===== config.mk =====
export PLATFORM = sky130hd
export DESIGN_NAME = temp_period_meter
export DESIGN_NICKNAME = d
export VERILOG_FILES = /design/src/rtl/temp_period_meter.sv
export SDC_FILE = /design/constraint.sdc
export NUM_CORES = 1
export LEC_CHECK = 0
export CAP_MARGIN = 5
export CORE_MARGIN = 4
export CORE_UTILIZATION = 51
export CTS_CLUSTER_SIZE = 28
export DETAILED_ROUTE_END_ITERATION = 7
export DONT_BUFFER_PORTS = 1
export GPL_TIMING_DRIVEN = 1
export PLACE_DENSITY_LB_ADDON = 0.15
export SLEW_MARGIN = 20
export SYNTH_ARGS = -nofsm -noshare
export SYNTH_HDL_FRONTEND = slang
export SYNTH_SLANG_ARGS = --single-unit
export TNS_END_PERCENT = 20

===== constraint.sdc =====
create_clock -name clk -period 4.15 [get_ports clk]
set_clock_uncertainty 0.05 [all_clocks]
set_input_delay 0.83 -clock clk [delete_from_list [all_inputs] [get_ports clk]]
set_output_delay 0.83 -clock clk [all_outputs]
set_load 0.05 [all_outputs]

===== src/rtl/temp_period_meter.sv =====
// Period/duty meter for a ring-oscillator temperature sensor: synchronises the comparator output,
// counts cycles per period and reports a windowed average with a saturation flag.
//
// state    | meaning
// ---------+---------------------------------------------------------------
// ST_IDLE  | measurement disabled; cnt/acc/win/povf held at zero
// ST_ARM   | waiting for the first edge; the partial period before it is discarded
// ST_COUNT | counting periods; each edge closes one period and feeds the window
module temp_period_meter #(
    parameter int CNT_W       = 12,
    parameter int AVG_LOG2    = 2,
    parameter int SYNC_STAGES = 2,
    parameter int MODE        = 0
) (
    input  logic             clk,
    input  logic             rst_n,
    input  logic             enable,
    input  logic             analog_out,
    output logic [CNT_W-1:0] b,
    output logic             valid,
    output logic             ovf,
    output logic             busy
);
    localparam int ACC_W = CNT_W + AVG_LOG2;
    // A zero-width window counter is not legal; with no averaging it stays at 0 and every edge ends a window.
    localparam int WIN_W = (AVG_LOG2 > 0) ? AVG_LOG2 : 1;
    localparam logic [WIN_W-1:0] WIN_LAST  = WIN_W'((1 << AVG_LOG2) - 1);
    localparam logic [CNT_W-1:0] CNT_MAX   = '1;
    localparam logic [CNT_W-1:0] CNT_START = (MODE == 1) ? CNT_W'(1) : '0;

    typedef enum logic [1:0] {ST_IDLE, ST_ARM, ST_COUNT} state_t;

    state_t                 r_state;
    logic [SYNC_STAGES-1:0] r_sync;
    logic                   r_s_d;
    logic [CNT_W-1:0]       r_cnt;
    logic [ACC_W-1:0]       r_acc;
    logic [WIN_W-1:0]       r_win;
    logic                   r_povf;
    logic [CNT_W-1:0]       r_b;
    logic                   r_valid;
    logic                   r_ovf;

    logic                   w_s;
    logic                   w_edge;
    logic                   w_win_done;
    logic [ACC_W-1:0]       w_sum;

    assign w_s        = r_sync[SYNC_STAGES-1];
    assign w_edge     = w_s & ~r_s_d;
    assign w_win_done = (r_win == WIN_LAST);
    assign w_sum      = r_acc + ACC_W'(r_cnt);

    always_ff @(posedge clk or negedge rst_n) begin
        if (!rst_n) begin
            r_sync <= '0;
            r_s_d  <= 1'b0;
        end else begin
            r_sync <= {r_sync[SYNC_STAGES-2:0], analog_out};
            r_s_d  <= w_s;
        end
    end

    always_ff @(posedge clk or negedge rst_n) begin
        if (!rst_n) begin
            r_state <= ST_IDLE;
            r_cnt   <= '0;
            r_acc   <= '0;
            r_win   <= '0;
            r_povf  <= 1'b0;
            r_b     <= '0;
            r_valid <= 1'b0;
            r_ovf   <= 1'b0;
        end else begin
            r_valid <= 1'b0;
            // Dropping enable wins over any edge in flight, including a window-completing one.
            if (!enable) begin
                r_state <= ST_IDLE;
                r_cnt   <= '0;
                r_acc   <= '0;
                r_win   <= '0;
                r_povf  <= 1'b0;
            end else begin
                case (r_state)
                    ST_IDLE: begin
                        r_state <= ST_ARM;
                        r_cnt   <= '0;
                        r_acc   <= '0;
                        r_win   <= '0;
                        r_povf  <= 1'b0;
                    end
                    ST_ARM: begin
                        if (w_edge) begin
                            r_state <= ST_COUNT;
                            r_cnt   <= CNT_START;
                        end
                    end
                    ST_COUNT: begin
                        if (w_edge) begin
                            r_cnt <= CNT_START;
                            if (w_win_done) begin
                                r_b     <= CNT_W'(w_sum >> AVG_LOG2);
                                r_ovf   <= r_povf | (r_cnt == CNT_MAX);
                                r_valid <= 1'b1;
                                r_acc   <= '0;
                                r_win   <= '0;
                                r_povf  <= 1'b0;
                            end else begin
                                r_acc <= w_sum;
                                r_win <= r_win + WIN_W'(1);
                            end
                        end else if ((MODE == 1) || !w_s) begin
                            if (r_cnt != CNT_MAX) begin
                                r_cnt <= r_cnt + CNT_W'(1);
                                if (r_cnt == CNT_MAX - CNT_W'(1))
                                    r_povf <= 1'b1;
                            end
                        end
                    end
                    default: r_state <= ST_IDLE;
                endcase
            end
        end
    end

    assign b     = r_b;
    assign valid = r_valid;
    assign ovf   = r_ovf;
    assign busy  = (r_state != ST_IDLE);
endmodule


==> results.md, run 1 <==
- Run status: finished, final reports clean
- Starting density of the core: 0.542
- Post-synthesis mux area share: 0.0549
- Power density over cell area: 350 nW/um^2
- Antenna Violating Nets Remaining: 0
- Critical path fanouts, max: 8
- Commonest non-fill, non-tap cells in the layout: 48 x dfrtp_1, 26 x nor2_1, 19 x ha_1
- Root buf cell: clkbuf_8
- Hpwl dp: 3750 um
- H-tree Lvls: 2
- Crit path buffers/inverters: 0
- Worst-Margin Slew: 0.544 ns
- Leak Pwr: 1.34 nW
- Post-synth top flop: dfrtp_1
- Min Tclk post-route: 2.62 ns
- Post-Synth Adder-Cell Area: 0.0974
- Startpoint Class: register
- Ant diodes: 0
- Fin util: 0.578
- Max Clk Rate: 0.382 GHz
- Mapped Nets: 279
- Max-Slew Margin vs Limit: 0.636
- Worst EP arrival: 2.76 ns
- CP Class: reg -> reg
- DR pass1 iterations: 4
- Post-Synth XOR/XNOR Area: 0.0563
- Required @ worst endpoint: 4.29 ns
- Endpoint class of the critical path: register
- RSZ-0062 raised after global routing: no
- Post-route total power: 0.000987 W
- Row count: 25
- Seq cells post-synth: 48
- Post-placement setup slack: 1.58 ns
- Fraction of layout cells with a size suffix above 1: 0.134
- Final WS setup: 1.53 ns
- Pins Over Slew Limit: 0
- Routed len/inst: 15.9 um
- Period utilization: 0.631
- Final setup viols: 0
- Vias: 1886
- Cell taking the most area after synthesis: dfrtp_1
- Post-Syn Area: 2650 um^2
- Cells after Synth: 255
- Top cell type's share of synthesized area: 0.454
- CTS Hold Buffers Added: 0
- Clk_lat worst skew: 0.30 ns
- Post-CTS setup buffers: 0
- Total CTS buffers: 5
- Clk pin slew, worst setup/hold paths: 0.09 ns
- All-Layer GR Usage: 0.186
- CP delay by family, top: compound AO/OA/AOI/OAI gates
- Crit. Startpoint: r_cnt[0]$_DFFE_PN0P_
- Hold violation total from the final report: 0
- Core area: 4880 um^2
- Hold Crit Class: in -> async
- IO Port Bufs: 0
- Total grt overflow: 0
- Commonest non-fill, non-tap cell in the layout: dfrtp_1
- Gpl congestion: 0.819
- CTS tree: done
- Largest net degree at the start of global routing: 49
- Synth cell types: 46
- Critical register-to-register path startpoint: r_cnt[0]$_DFFE_PN0P_
- Compound-cell area share of the yosys netlist: 0.182
- CTS resizes: 0
- Synth warn: 0
- Die width: 80.0 um
- Synth Area in Simple Gates: 0.126
- Seq/Total Area, Yosys: 0.454
- Die footprint: 6400 um^2
- Combinational family with the most area after synthesis: compound AO/OA/AOI/OAI gates
- Crit-path slowest cell: dfrtp_1
- Initial antenna violation count: 0
- Vias per cell: 5.73
- # DRC: 0
- # IOs: 19
- Chip height: 80.0 um
- Total negative slack: 0 ns
- Clock tree sinks: 48
- Slowest cell delay on critical path: 0.47 ns
- Top cells by area, synth: dfrtp_1 45%, ha_1 9.0%, mux2_2 5.1%
- Number of global-route vias before repair: 1956
- Final wirelength: 5220 um
- Worst hold margin: 0.165 ns
- Async S/R FF share, synth: 1.00
- DR iter-0 viols: 71
- First-pass GRT wire length: 9250 um
- Crit-path cells: ha_1 -> fa_1 -> a21o_1 -> a221oi_2 -> o221ai_2 -> a41oi_2 -> xor2_1 -> o21ai_1
- EDFF count, synth: 0
- Crit. path cell count: 8
- Worst VDD drop: 394 uV
- Synth-to-layout area growth: 6.67%
- Mean Syn Cell Area: 10.4 um^2
- CTS Buffer Depth: 2
- Max Cap Viol: 0
- Nets@finish: 285
- Worst r2r path cells: 8
## final timing paths
| check | slack [ns] | end |
|---|---|---|
| max | 1.53 | b[10]$_DFFE_PN0P_ |
| min | 0.16 | r_acc[7]$_DFFE_PN0P_ |
| max reg2reg | 1.53 | b[10]$_DFFE_PN0P_ |
| min reg2reg | 0.31 | r_sync[1]$_DFF_PN0_ |
| max in group asynchronous | 3.80 | r_acc[5]$_DFFE_PN0P_ |
| min in group clk | 0.31 | r_sync[1]$_DFF_PN0_ |
## power by group
part	leakage (nW)	internal, W	switching, W	total [W]
combinational	0.627	0.0000587	0.000164	0.000223
clock	0.0479	0.000118	0.000157	0.000275
sequential	0.662	0.000479	0.00000970	0.000489
## logic make-up after synthesis
| logic type | Yosys count |
|---|---|
| DFF | 48 |
| and+or+nand+nor | 72 |
| muxes | 13 |
| buffers and inverters | 19 |
| adders and majority gates | 20 |
| AOI/OAI and AO/OA | 66 |
| xor gates and xnor gates | 17 |
## final cells by class
cell class	count	area, um^2
fill	438	2060
multi-input combinational	188	1370
sequential	48	1200
tap	67	83.8
clock buffer	5	68.8
inverter	15	56.3
timing repair buffer	3	22.5
clock inverter	3	18.8
## per-layer routing
| layer | GRT usage | vias up | part of all wire |
|---|---|---|---|
| met3 | 0.0463 | 5 | 0.041 |
| met5 | 0 | - | 0 |
| li1 | - | 931 | - |
| met4 | 0.0490 | 0 | 0.0077 |
| met1 | 0.247 | 927 | 0.48 |
| met2 | 0.303 | 23 | 0.47 |
## per-stage QoR
| stage | cells | cell area (um^2) |
|---|---|---|
| floorplan | 255 | 2650 |
| global placement | 321 | 2730 |
| detailed placement | 321 | 2730 |
| CTS | 329 | 2820 |
| global route | 329 | 2820 |
| finish | 329 | 2820 |
## flip-flops by register name, indices dropped and copies added (netlist names)
name / count
r_cnt: 12
r_acc: 14
r_state: 2
r_sync: 2
r_s_d: 1
valid: 1
r_povf: 1
ovf: 1
r_win: 2
b: 12
## cell usage after synthesis (all sizes together) (2+ instances only)
cell     n
nor4     4
o21ai   15
nor3     3
a22o    12
nand4    3
xor2     6
o31ai    2
o211ai   2
mux2    12
or3      3
nand2b   2
xnor2   11
inv     14
a21oi   19
o21bai   2
nor2    26
nor2b    2
nand3    9
clkbuf   3
nand2   16
and3     2
dfrtp   48
ha      19
a21o     4
No activity file was read; power rests on OpenSTA's default activity.
==> run 2, diff against run 1 <==
--- a/config.mk
+++ b/config.mk
@@ -5,6 +5,7 @@
 export SDC_FILE = /design/constraint.sdc
 export NUM_CORES = 1
 export LEC_CHECK = 0
+export ABC_AREA = 1
 export CAP_MARGIN = 5
 export CORE_MARGIN = 4
 export CORE_UTILIZATION = 51
==> constraint.sdc (replaced) <==
create_clock -name clk -period 2.2 [get_ports clk]
set_clock_uncertainty 0.05 [all_clocks]
set_input_delay 0.44 -clock clk [delete_from_list [all_inputs] [get_ports clk]]
set_output_delay 0.44 -clock clk [all_outputs]
set_load 0.05 [all_outputs]
==> results.md, run 2 <==
- Run status: finished, final reports clean
- Post-route cell area: 3340 um^2
- Core area: 5890 um^2
- Clk_lat worst skew: 0.30 ns
- Initial antenna violation count: 0
- Starting density of the core: 0.523
- Ant diodes: 0
- Crit-path slowest cell: fa_1
- Cell taking the most area after synthesis: dfrtp_1
- Post-CTS setup buffers: 0
- DR iter-0 viols: 198
- Synth cell count leaders: 143 x nand2_1, 48 x dfrtp_1, 47 x inv_1, 46 x nand3_1, 35 x nor2_1
- Worst hold margin: 0.117 ns
- Synth cell types: 34
- Number of global-route vias before repair: 2555
- Endpoint class of the critical path: register
- Required @ worst endpoint: 2.36 ns
- Max FFs per register: 14
- Reg with most FFs: r_acc
- Max Cap Viol: 0
- Mapped Nets: 446
- Post-Syn Area: 3080 um^2
- Slowest cell delay on critical path: 0.44 ns
- Crit. Startpoint: r_cnt[0]$_DFFE_PN0P_
- Reg-to-reg critical path endpoint: b[4]$_DFFE_PN0P_
- Seq cells post-synth: 48
- WL met2: 3300 um
- Met3 wire len: 325 um
- Crit. path cell count: 9
- Power density over cell area: 653 nW/um^2
- Total CTS buffers: 5
- Critical register-to-register path startpoint: r_cnt[0]$_DFFE_PN0P_
- Leak Pwr: 1.72 nW
- Die width: 85.7 um
- Max Clk Rate: 0.488 GHz
- Post-synth top flop: dfrtp_1
- RSZ-0062 raised after global routing: no
- Commonest non-fill, non-tap cells in the layout: 143 x nand2_1, 48 x dfrtp_1, 47 x inv_1
- # DRC: 0
- Clock tree sinks: 48
- Worst VDD drop: 373 uV
- CP Class: reg -> reg
- # IOs: 19
- Top cell type's share of synthesized area: 0.391
- DR pass1 iterations: 5
- Seq/Total Area, Yosys: 0.391
- Top cells by area, synth: dfrtp_1 39%, nand2_1 17%, ha_1 7.7%
- Min Tclk post-route: 2.05 ns
- Die footprint: 7340 um^2
- Startpoint Class: register
- Commonest non-fill, non-tap cell in the layout: nand2_1
- Synth-to-layout area growth: 8.75%
- Fraction of layout cells with a size suffix above 1: 0.0928
- Synth warn: 0
- EDFF count, synth: 0
- Register-to-Register Setup Slack: 0.15 ns
- Antenna Violating Nets Remaining: 0
- Gpl congestion: 0.923
- First-pass GRT wire length: 12200 um
- Root buf cell: clkbuf_8
- CTS Hold Buffers Added: 2
- Clk pin slew, worst setup/hold paths: 0.10 ns
- Async S/R FF share, synth: 1.00
- Mean Syn Cell Area: 7.29 um^2
- Max-Slew Margin vs Limit: 0.676
- Final wirelength: 7160 um
- M1 wire length: 3430 um
- Worst-Margin Slew: 0.486 ns
- DR top layer: met4
- Hpwl dp: 5280 um
- Crit-path cells: ha_1 -> fa_1 -> nand3_1 -> nand3_1 -> nand2_1 -> nand2_1 -> or2_2 -> nand3_1 -> nand2_1
- Crit path buffers/inverters: 0
- CTS Buffer Depth: 2
- Fin util: 0.568
- Nets@finish: 454
- IO Port Bufs: 0
- CP delay by family, top: simple AND/OR/NAND/NOR gates
- All-Layer GR Usage: 0.209
- Area of the multi-input gates: 1630 um^2
- Hold violation total from the final report: 0
- H-tree Lvls: 2
- Critical path capture point: b[4]$_DFFE_PN0P_
- Post-DP Area: 3170 um^2
- Worst r2r path cells: 9
- Layout filler cell count: 548
- Vias per cell: 5.37
- Total grt overflow: 0
- CTS tree: done
- Count leader, synth: nand2_1
- Row count: 28
- Total negative slack: 0 ns
- Routed len/inst: 14.1 um
- Pins Over Slew Limit: 0
- Period utilization: 0.931
- Largest net degree at the start of global routing: 49
- Cells after Synth: 422
- Post-route total power: 0.00219 W
- Critical path fanouts, max: 4
- Final setup viols: 0
- Vias: 2715
- Worst EP arrival: 2.21 ns
- Chip height: 85.7 um
- CTS resizes: 0
- Register Area: 1200 um^2
- Hold Crit Class: in -> reg
run 2: worst register-to-register path: stages (launching register included):
cell,delay [ns]
dfrtp_1,0.39
ha_1,0.24
fa_1,0.44
nand3_1,0.11
nand3_1,0.15
nand2_1,0.10
nand2_1,0.06
or2_2,0.28
nand3_1,0.08
nand2_1,0.05
run 2: report_power, final:
group | internal, W | switching, W | total [W]
Sequential | 0.000904 | 0.0000173 | 0.000922
Combinational | 0.000127 | 0.000366 | 0.000492
Clock | 0.000458 | 0.000314 | 0.000772
Total | 0.00149 | 0.000697 | 0.00219
run 2: layer usage:
layer	vias to the layer above	track usage
li1	1367	-
met1	1267	0.299
met2	69	0.331
met3	12	0.0355
met4	0	0.0532
met5	-	0
run 2: stage by stage:
stage	worst slack, ns	cells
6_report	0.152	506
5_1_grt	0.0107	506
4_1_cts	0.166	506
3_5_place_dp	0.186	496
3_3_place_gp	0.242	496
2_1_floorplan	0.229	422
run 2: cell type report:
class,count,share of cell area
Multi-Input combinational cell,314,0.489
Sequential cell,48,0.359
Clock inverter,3,0.0206
Inverter,54,0.0606
Timing Repair Buffer,7,0.0224
Clock buffer,5,0.0206
Tap cell,75,0.0281
run 2: worst min-delay path by stage:
stage	slack, ns	cells after the start	start	end
final	0.12	0	analog_out	r_sync[0]$_DFF_PN0_
after global routing	0.1	0	analog_out	r_sync[0]$_DFF_PN0_
after CTS	0.11	0	analog_out	r_sync[0]$_DFF_PN0_
after detailed placement	0.1	0	rst_n	b[7]$_DFFE_PN0P_
after global placement	0.1	0	rst_n	r_cnt[6]$_DFFE_PN0P_
after floorplan	0.09	0	rst_n	b[0]$_DFFE_PN0P_
run 2: cells by family (layout without fill, tap and decap cells):
| group | count (synthesis) | after routing | synth area share |
|---|---|---|---|
| buffers and inverters | 60 | 69 | 0.0781 |
| XOR/XNOR | 6 | 6 | 0.0171 |
| flip-flops | 48 | 48 | 0.391 |
| AO/OA/AOI/OAI | 33 | 33 | 0.0647 |
| AND/OR/NAND/NOR | 255 | 255 | 0.366 |
| adder cells (fa/ha/maj) | 20 | 20 | 0.0838 |
==> run 3, diff against run 2 <==
--- a/config.mk
+++ b/config.mk
@@ -14,6 +14,7 @@
 export DONT_BUFFER_PORTS = 1
 export GPL_TIMING_DRIVEN = 1
 export PLACE_DENSITY_LB_ADDON = 0.15
+export RECOVER_POWER = 25
 export SLEW_MARGIN = 20
 export SYNTH_ARGS = -nofsm -noshare
 export SYNTH_HDL_FRONTEND = slang
==> results.md, run 3 (synthesis gave the netlist of run 2 again) <==
- Hold violation total from the final report: 0
- Critical path fanouts, max: 4
- Max Cap Viol: 0
- Core area: 5890 um^2
- Hold depth: 0
- Sw Pwr: 0.000695 W
- Starting density of the core: 0.523
- Post-placement setup slack: 0.186 ns
- Leak Pwr: 1.71 nW
- Commonest non-fill, non-tap cell in the layout: nand2_1
- Post-CTS setup buffers: 0
- Chip height: 85.7 um
- M1 wire length: 3390 um
- Max FFs per register: 14
- RSZ-0062 raised after global routing: no
- Internal: 0.00148 W
- Max Clk Rate: 0.488 GHz
- Final WS setup: 0.151 ns
- Final wirelength: 7160 um
- Total negative slack: 0 ns
- Pins Over Slew Limit: 0
- Worst EP arrival: 2.21 ns
- Routed len/inst: 14.1 um
- Hold path start: analog_out
- Total CTS buffers: 5
- Clk_lat worst skew: 0.30 ns
- Root buf cell: clkbuf_8
- Crit-path slowest cell: fa_1
- H-tree Lvls: 2
- Crit-path cells: ha_1 -> fa_1 -> nand3_1 -> nand3_1 -> nand2_1 -> nand2_1 -> or2_2 -> nand3_1 -> nand2_1
- CTS tree: done
- DR iter-0 viols: 195
- Die width: 85.7 um
- Critical register-to-register path startpoint: r_cnt[0]$_DFFE_PN0P_
- First-pass GRT wire length: 12200 um
- Met3 wire len: 365 um
- Crit path buffers/inverters: 0
- # IOs: 19
- Die footprint: 7340 um^2
- Clk pin slew, worst setup/hold paths: 0.10 ns
- Reg with most FFs: r_acc
- Vias: 2703
- Synth-to-layout area growth: 8.01%
- IO Port Bufs: 0
- Seq pwr share: 0.423
- Nets@finish: 454
- Antenna Violating Nets Remaining: 0
- Layout filler cell count: 550
- Worst VDD drop: 373 uV
- All-Layer GR Usage: 0.209
- Slowest cell delay on critical path: 0.44 ns
- Register-to-Register Setup Slack: 0.15 ns
- Total grt overflow: 0
- DR top layer: met4
- Endpoint class of the critical path: register
- Hold Crit Class: in -> reg
- Min Tclk post-route: 2.05 ns
- CP Class: reg -> reg
- Ant diodes: 0
- Area of the multi-input gates: 1630 um^2
- Required @ worst endpoint: 2.36 ns
- Final setup viols: 0
- Hold endpoint: r_sync[0]$_DFF_PN0_
- Number of global-route vias before repair: 2555
- Vias per cell: 5.34
- Max-Slew Margin vs Limit: 0.218
- Fraction of layout cells with a size suffix above 1: 0.0928
- Initial antenna violation count: 0
- Worst-Margin Slew: 1.17 ns
- Power density over cell area: 656 nW/um^2
- Worst r2r path cells: 9
- CP delay by family, top: simple AND/OR/NAND/NOR gates
- # DRC: 0
- Clock tree sinks: 48
- Startpoint Class: register
- Clk pwr share: 0.354
- CTS Buffer Depth: 2
- Period utilization: 0.931
- Commonest non-fill, non-tap cells in the layout: 143 x nand2_1, 48 x dfrtp_1, 47 x inv_1
- Run status: finished, final reports clean
- Sw frac: 0.319
- Reg-to-reg critical path endpoint: b[4]$_DFFE_PN0P_
- Gpl congestion: 0.923
- Hpwl dp: 5280 um
- WL met2: 3310 um
- Row count: 28
- Largest net degree at the start of global routing: 49
- Part of the power in combinational logic: 0.223
- Register Area: 1200 um^2
- DR pass1 iterations: 4
-- run 3: layout make-up --
cell class / instances / area share
inverter: 54 / 0.0610
multi-input combinational: 314 / 0.492
clock inverter: 3 / 0.0207
sequential: 48 / 0.362
clock buffer: 5 / 0.0207
timing repair buffer: 7 / 0.0158
tap: 75 / 0.0282
-- run 3: metrics by stage --
stage	hold WS, ns	total power [W]	instances	util	instance area [um^2]
2_1_floorplan	0.0944	0.00132	422	-	3080
3_3_place_gp	0.0961	0.00140	496	0.538	3170
3_5_place_dp	0.0964	0.00141	496	0.538	3170
4_1_cts	0.106	0.00221	506	0.568	3340
5_1_grt	0.0982	0.00229	506	0.564	3320
6_report	0.118	0.00218	506	0.564	3320
-- run 3: worst max path at each step --
stage          slack, ns                  from  cells past startpoint              endpoint
6_report            0.15  r_cnt[0]$_DFFE_PN0P_                      9      b[4]$_DFFE_PN0P_
3_3_place_gp        0.24  r_cnt[0]$_DFFE_PN0P_                      9      b[4]$_DFFE_PN0P_
2_1_floorplan       0.23  r_cnt[0]$_DFFE_PN0P_                      9      b[4]$_DFFE_PN0P_
3_5_place_dp        0.19  r_cnt[0]$_DFFE_PN0P_                      9      b[4]$_DFFE_PN0P_
5_1_grt             0.01  r_cnt[0]$_DFFE_PN0P_                      9  r_acc[6]$_DFFE_PN0P_
4_1_cts             0.17  r_cnt[0]$_DFFE_PN0P_                      9      b[4]$_DFFE_PN0P_
-- run 3: power by group through the flow --
stage               logic, W  clock network (W)  registers, W
finish              0.000487           0.000771      0.000922
global route        0.000534           0.000833      0.000924
CTS                 0.000495           0.000795      0.000922
detailed placement  0.000467                  0      0.000939
global placement    0.000465                  0      0.000939
floorplan           0.000378                  0      0.000939
-- run 3: worst register-to-register path, stage by stage (launching register included) --
cell and delay (ns):
dfrtp_1 0.39, ha_1 0.24, fa_1 0.44, nand3_1 0.11, nand3_1 0.15, nand2_1 0.10
nand2_1 0.06, or2_2 0.28, nand3_1 0.08, nand2_1 0.05
-- run 3: what timing repair did --
item / CTS / global route
gates resized for setup: 0 / 0
hold buffers: 2 / 0
endpoints found under the hold margin: 48 / 0
-- run 3: per-layer routing --
layer	vias to the layer above	GRT usage
met4	0	0.0532
met1	1267	0.299
met2	60	0.331
met5	-	0
met3	12	0.0355
li1	1364	-
